$ cat src/rtl/pipe_control_pkg.sv
// Shared state encodings and status-LED bit positions for pipe_control.
package pipe_control_pkg;

  // Camera configuration sequencer states
  typedef enum logic [1:0] {
    CFG_START  = 2'd0,
    CFG_WAIT   = 2'd1,
    CFG_ACTIVE = 2'd2,
    CFG_FAIL   = 2'd3
  } cfg_state_e;

  // Pipeline flush / filter-update states
  typedef enum logic [1:0] {
    FL_INITIAL = 2'd0,
    FL_IDLE    = 2'd1,
    FL_PENDING = 2'd2
  } fl_state_e;

  // Status LED bit positions; bits [3:0] carry the filter enables
  localparam int unsigned LED_FILTER_W = 32'd4;
  localparam int unsigned LED_FLUSH    = 32'd4;
  localparam int unsigned LED_ACTIVE   = 32'd5;
  localparam int unsigned LED_ERROR    = 32'd6;
  localparam int unsigned LED_SOF      = 32'd7;

endpackage

$ cat src/rtl/pipe_control_sw_debounce.sv
// Single-bit switch conditioner: 2-flop synchronizer followed by a
// consecutive-mismatch counter that accepts a new level after DB_CYCLES.
module sw_debounce #(
  parameter int DB_CYCLES = 16
) (
  input  logic i_sysclk,
  input  logic i_rstn,
  input  logic sw_raw,
  output logic sw_db
);

  localparam int CW = $clog2(DB_CYCLES + 1);

  logic          sync1_r;
  logic          sync2_r;
  logic [CW-1:0] cnt_r;
  logic          db_r;

  // Bring the asynchronous switch into the clock domain
  always_ff @(posedge i_sysclk) begin
    if (!i_rstn) begin
      sync1_r <= 1'b0;
      sync2_r <= 1'b0;
    end else begin
      sync1_r <= sw_raw;
      sync2_r <= sync1_r;
    end
  end

  // Count consecutive cycles of disagreement; accept the new level on the last one
  always_ff @(posedge i_sysclk) begin
    if (!i_rstn) begin
      cnt_r <= '0;
      db_r  <= 1'b0;
    end else if (sync2_r != db_r) begin
      if (cnt_r == CW'(DB_CYCLES - 1)) begin
        cnt_r <= '0;
        db_r  <= sync2_r;
      end else begin
        cnt_r <= cnt_r + CW'(1);
      end
    end else begin
      cnt_r <= '0;
    end
  end

  assign sw_db = db_r;

endmodule

$ cat src/rtl/pipe_control.sv
// Frame pipeline controller: configures the camera with bounded retries,
// debounces filter switches and applies filter changes on frame boundaries
// while requesting a pipeline flush around each change.
module pipe_control
  import pipe_control_pkg::*;
#(
  parameter int NUM_SW      = 4,
  parameter int DB_CYCLES   = 16,
  parameter int CFG_TIMEOUT = 1000000,
  parameter int MAX_RETRY   = 3
) (
  input  logic              i_sysclk,
  input  logic              i_rstn,
  input  logic              i_sof,
  input  logic              i_cfg_done,
  input  logic [NUM_SW-1:0] i_sw,
  output logic              o_cfg_start,
  output logic              o_pipe_flush,
  output logic [NUM_SW-1:0] o_filter_en,
  output logic              o_cfg_error,
  output logic [7:0]        o_status_leds
);

  localparam int TW = $clog2(CFG_TIMEOUT + 1);
  localparam int RW = (MAX_RETRY > 0) ? $clog2(MAX_RETRY + 1) : 1;

  logic [NUM_SW-1:0] db_s;
  logic [NUM_SW-1:0] db_prev_r;
  logic              change_r;

  cfg_state_e        cfg_state_r;
  cfg_state_e        cfg_next_s;
  logic [TW-1:0]     tmo_r;
  logic [TW-1:0]     tmo_next_s;
  logic [RW-1:0]     retry_r;
  logic [RW-1:0]     retry_next_s;
  logic              cfg_start_r;
  logic              cfg_error_r;
  logic              cfg_active_r;

  fl_state_e         fl_state_r;
  fl_state_e         fl_next_s;
  logic              fen_load_s;
  logic              flush_r;
  logic [NUM_SW-1:0] fen_r;
  logic              sof_tgl_r;

  logic [NUM_SW+3:0] fen_ext_s;
  logic [7:0]        leds_s;

  genvar g;
  generate
    for (g = 0; g < NUM_SW; g++) begin : g_db
      sw_debounce #(
        .DB_CYCLES(DB_CYCLES)
      ) u_db (
        .i_sysclk(i_sysclk),
        .i_rstn  (i_rstn),
        .sw_raw  (i_sw[g]),
        .sw_db   (db_s[g])
      );
    end
  endgenerate

  // Flag, one cycle later, any change of the debounced switch vector
  always_ff @(posedge i_sysclk) begin
    if (!i_rstn) begin
      db_prev_r <= '0;
      change_r  <= 1'b0;
    end else begin
      db_prev_r <= db_s;
      change_r  <= |(db_s ^ db_prev_r);
    end
  end

  // Configuration sequencer: start pulse, wait with timeout, retry or fail
  always_comb begin
    cfg_next_s   = cfg_state_r;
    tmo_next_s   = tmo_r;
    retry_next_s = retry_r;
    case (cfg_state_r)
      CFG_START: begin
        tmo_next_s = '0;
        cfg_next_s = CFG_WAIT;
      end
      CFG_WAIT: begin
        if (i_cfg_done) begin
          cfg_next_s = CFG_ACTIVE;
        end else if ((tmo_r + TW'(1)) == TW'(CFG_TIMEOUT)) begin
          if (retry_r == RW'(MAX_RETRY)) begin
            cfg_next_s = CFG_FAIL;
          end else begin
            retry_next_s = retry_r + RW'(1);
            cfg_next_s   = CFG_START;
          end
        end else begin
          tmo_next_s = tmo_r + TW'(1);
        end
      end
      CFG_ACTIVE: cfg_next_s = CFG_ACTIVE;
      CFG_FAIL:   cfg_next_s = CFG_FAIL;
      default:    cfg_next_s = CFG_START;
    endcase
  end

  // Configuration state and its registered outputs
  always_ff @(posedge i_sysclk) begin
    if (!i_rstn) begin
      cfg_state_r  <= CFG_START;
      tmo_r        <= '0;
      retry_r      <= '0;
      cfg_start_r  <= 1'b0;
      cfg_error_r  <= 1'b0;
      cfg_active_r <= 1'b0;
    end else begin
      cfg_state_r  <= cfg_next_s;
      tmo_r        <= tmo_next_s;
      retry_r      <= retry_next_s;
      cfg_start_r  <= (cfg_state_r == CFG_START);
      cfg_error_r  <= (cfg_next_s == CFG_FAIL);
      cfg_active_r <= (cfg_next_s == CFG_ACTIVE);
    end
  end

  // Flush sequencer: filter enables are only ever loaded on a start-of-frame
  always_comb begin
    fl_next_s  = fl_state_r;
    fen_load_s = 1'b0;
    case (fl_state_r)
      FL_INITIAL: begin
        if (i_sof && (cfg_state_r == CFG_ACTIVE)) begin
          fen_load_s = 1'b1;
          fl_next_s  = FL_IDLE;
        end else begin
          fl_next_s  = FL_INITIAL;
        end
      end
      FL_IDLE: begin
        // A start-of-frame alongside a change is ignored; the change waits a frame
        if (change_r) begin
          fl_next_s = FL_PENDING;
        end else begin
          fl_next_s = FL_IDLE;
        end
      end
      FL_PENDING: begin
        if (i_sof) begin
          fen_load_s = 1'b1;
          // A fresh change on the frame boundary keeps the flush for one more frame
          if (change_r) begin
            fl_next_s = FL_PENDING;
          end else begin
            fl_next_s = FL_IDLE;
          end
        end else begin
          fl_next_s = FL_PENDING;
        end
      end
      default: fl_next_s = FL_INITIAL;
    endcase
  end

  // Flush state, flush request, filter enables and the frame heartbeat
  always_ff @(posedge i_sysclk) begin
    if (!i_rstn) begin
      fl_state_r <= FL_INITIAL;
      flush_r    <= 1'b1;
      fen_r      <= '0;
      sof_tgl_r  <= 1'b0;
    end else begin
      fl_state_r <= fl_next_s;
      flush_r    <= (fl_next_s != FL_IDLE);
      if (fen_load_s) begin
        fen_r <= db_s;
      end
      if (i_sof && (cfg_state_r == CFG_ACTIVE)) begin
        sof_tgl_r <= ~sof_tgl_r;
      end
    end
  end

  assign fen_ext_s = {4'b0000, fen_r};

  // Assemble the board status word from registered state only
  always_comb begin
    leds_s                 = 8'h00;
    leds_s[LED_FILTER_W-1:0] = fen_ext_s[3:0];
    leds_s[LED_FLUSH]      = flush_r;
    leds_s[LED_ACTIVE]     = cfg_active_r;
    leds_s[LED_ERROR]      = cfg_error_r;
    leds_s[LED_SOF]        = sof_tgl_r;
  end

  assign o_cfg_start   = cfg_start_r;
  assign o_pipe_flush  = flush_r;
  assign o_filter_en   = fen_r;
  assign o_cfg_error   = cfg_error_r;
  assign o_status_leds = leds_s;

endmodule

$ cat config.mk
export PLATFORM = sky130hd
export DESIGN_NAME = pipe_control
export DESIGN_NICKNAME = d
export VERILOG_FILES = /design/src/rtl/pipe_control_pkg.sv /design/src/rtl/pipe_control_sw_debounce.sv /design/src/rtl/pipe_control.sv
export SDC_FILE = /design/constraint.sdc
export NUM_CORES = 1
export LEC_CHECK = 0
export CAP_MARGIN = 5
export CORE_ASPECT_RATIO = 1.5
export CORE_MARGIN = 2
export CORE_UTILIZATION = 50
export CTS_CLUSTER_DIAMETER = 80
export DETAILED_ROUTE_END_ITERATION = 12
export PLACE_DENSITY = 0.68
export REMOVE_ABC_BUFFERS = 1
export SLEW_MARGIN = 20
export SYNTH_ARGS = -nofsm -noshare
export SYNTH_HDL_FRONTEND = slang
export SYNTH_SLANG_ARGS = --single-unit
$ cat constraint.sdc
create_clock -name i_sysclk -period 7.4 [get_ports i_sysclk]
set_clock_uncertainty 0.05 [all_clocks]
set_input_delay 2.22 -clock i_sysclk [delete_from_list [all_inputs] [get_ports i_sysclk]]
set_output_delay 2.22 -clock i_sysclk [all_outputs]
set_load 0.005 [all_outputs]
==> impl_metrics.csv <==
group,metric,value,unit
placed_design,gp_congestion,0.846,
worst_hold_path,hold_end,"g_db[0].u_db.sync2_r$_SDFF_PN0_",
placed_design,portBuffers,22,
power_and_ir_drop,powerDensity,202,nW/µm²
yosys,synth_flop_cell,"dfxtp_1",
floorplanning,die_w,71.8,µm
worst_hold_path,hp-class,"flip-flop to flip-flop",
setup_path,start_kind,"input port",
clocking,cts_max_path_buffers,2,
grt,grt_max_degree,23,
yosys,syn-instance-count,370,
grt,grt_pass1_wl,10900,µm
clocking,hold_buffers,0,
routing,routed_wl,6470,µm
clocking,cts_num_sinks,72,
yosys,synth_area,3450,µm²
clocking,post_cts_buffers,0,
floorplanning,die_h,106,µm
layout,final_nets,392,
grt,track_usage,18.4,%
placed_design,post-place-ws,2.24,ns
floorplanning,core-area,6760,µm²
setup_path,critical_path.endpoint_type,"flip-flop",
run,maxCapViolCount,0,
sta,hold_viol,0,
yosys,synth_edf_count,0,
layout,fill_cells,627,
yosys,ys_warn_count,0,
clocking,clkTransAtPathRegs,0.08,ns
routing,drc,0,
layout,drive_above_1_share,7.41,%
routing,via_count,2554,
floorplanning,rows,37,
setup_path,r2r-start,"tmo_r[0]$_SDFFE_PN0P_",
setup_path,critical_path_peak_fanout,22,
layout,layout_common_cells,"72 x dfxtp_1, 43 x nor2_1, 22 x clkdlybuf4s50_1",
routing,first_iter_violations,82,
sta,drv_slew,0,
layout,finalInstanceArea,3820,µm²
grt,use_met3,3.82,%
clocking,cts_root_buffer,"clkbuf_8",
layout,area_growth,10.7,%
routing,ant_nets,0,
grt,gr-total-overflow,0,
layout,diodes,0,
clocking,tritoncts,"done",
power_and_ir_drop,peakVddDrop,0.0916,mV
setup_path,worstPathRequired,7.63,ns
sta,fin_crit,4.75,ns
sta,setup_ws,2.65,ns
clocking,clk_latency,0.34,ns
floorplanning,die_area,7600,µm²
placed_design,hpwlAfterDp,4600,µm
routing,dr.pass1.iters,4,
clocking,cts_resized,0,
sta,finalSetupTns,0,ns
sta,timing.fmax,211,MHz
yosys,synth.distinct_cells,63,
sta,holdWs,0.390,ns
yosys,yosys_register_bits,72,
routing,wl_per_cell,14.2,µm
setup_path,worstSetupPathType,"input port to flip-flop",
power_and_ir_drop,power,0.772,mW
worst_hold_path,worstHoldPathCells,1,
status,status,"finished, final reports clean",
grt,met1_usage,20.7,%
grt,antenna_found_initial,0,
floorplanning,start_util,51.1,%
placed_design,placed_area,3600,µm²
power_and_ir_drop,cellLeakagePower,1.43,nW
worst_hold_path,hold_path.startpoint,"g_db[0].u_db.sync1_r$_SDFF_PN0_",
setup_path,arrival,4.98,ns
clocking,numCtsBuffers,9,
clocking,htree_num_levels,3,
grt,top_usage_layer,"met2",
sta,tightest_slew,1.04,ns
grt,grt_util_met2,32.9,%
setup_path,ff2ff_setup_slack,3.88,ns
setup_path,rr_endpoint,"tmo_r[11]$_SDFFE_PN0P_",
sta,rsz0062_at_grt,"false",
layout,final_common_cell,"dfxtp_1",
floorplanning,io_pins,23,
setup_path,rr_worst_depth,9,
grt,grt_pass1_vias,2400,
routing,post_drt_via_cell_ratio,5.60,
yosys,ys_seq_area_share,41.8,%
sta,maxSlewHeadroom,30.7,%
yosys,avgSynthCellArea,9.33,µm²
yosys,async_flop_share,0,%
sta,final-setup-viol-count,0,
sta,post-route-period-util,64.2,%
## final cells by class
class	count	area [µm²]	area share (%)
timing repair buffer	22	220	5.76
multi-input combinational	253	1790	46.7
inverter	15	56.3	1.47
clock buffer	10	128	3.34
tap	78	97.6	2.55
clock inverter	6	92.6	2.42
sequential	72	1440	37.7
## Yosys cell counts (10+ instances only)
| library cell | number | area share, % |
|---|---|---|
| inv_1 | 15 | 1.6 |
| mux2i_1 | 10 | 2.9 |
| nor2_1 | 43 | 4.7 |
| ha_1 | 11 | 4.0 |
| xor2_1 | 11 | 2.8 |
| buf_4 | 12 | 2.6 |
| and2_1 | 15 | 2.7 |
| xnor2_1 | 12 | 3.0 |
| nand3_1 | 16 | 2.3 |
| nand2_1 | 19 | 2.1 |
| dfxtp_1 | 72 | 42 |
| and3_1 | 11 | 2.0 |
## sequential cells by signal, indices dropped and copies added (netlist names), 2 cells and up
register,cells
tmo_r,20
g_db.u_db.sw_db,4
retry_r,2
o_filter_en,4
g_db.u_db.sync1_r,4
g_db.u_db.sync2_r,4
fl_state_r,2
g_db.u_db.cnt_r,20
db_prev_r,4
cfg_state_r,2
## worst max-delay path: stages
cell and delay [ns]:
clkdlybuf4s50_1 0.86, inv_1 0.48, nor2_1 0.91, and2_1 0.32
a221o_1 0.17
## worst max-delay path by stage
stage / start / to / slack [ns] / depth (start not counted)
after floorplan: i_rstn / tmo_r[11]$_SDFFE_PN0P_ / 3.85 / 4
after global placement: i_rstn / tmo_r[17]$_SDFFE_PN0P_ / 2.34 / 5
after detailed placement: i_rstn / tmo_r[8]$_SDFFE_PN0P_ / 2.24 / 5
after CTS: i_rstn / tmo_r[19]$_SDFFE_PN0P_ / 2.59 / 5
after global routing: i_rstn / tmo_r[8]$_SDFFE_PN0P_ / 2.36 / 5
final: i_rstn / tmo_r[11]$_SDFFE_PN0P_ / 2.65 / 5
## layer usage
metal  up-vias  share of wire, %
met5         -                 0
met4         0              0.84
met3         5               3.3
met2        43                53
met1      1202                43
li1       1304                 -
## per-stage QoR
stage | util [%] | instances
6_report | 56.5 | 456
5_1_grt | 56.5 | 456
2_1_floorplan | - | 340
3_3_place_gp | 53.3 | 440
3_5_place_dp | 53.3 | 440
4_1_cts | 56.5 | 456
## cells by family (layout without fill, tap and decap cells)
family | Yosys count | after routing | synth area share (%)
mux | 10 | 10 | 2.90
compound gates | 52 | 52 | 12.7
buf+inv | 45 | 53 | 6.49
flops | 72 | 72 | 41.8
xor+xnor | 23 | 23 | 5.84
fa+ha+maj | 11 | 11 | 3.99
simple gates | 157 | 157 | 26.3
## power breakdown
| group | internal, mW | switching, mW | total [mW] |
|---|---|---|---|
| registers | 0.393 | 0.00550 | 0.398 |
| logic | 0.0140 | 0.0190 | 0.0330 |
| clock network | 0.192 | 0.150 | 0.341 |
| total | 0.598 | 0.174 | 0.772 |
Note: power is estimated with default switching activity, not from simulation.
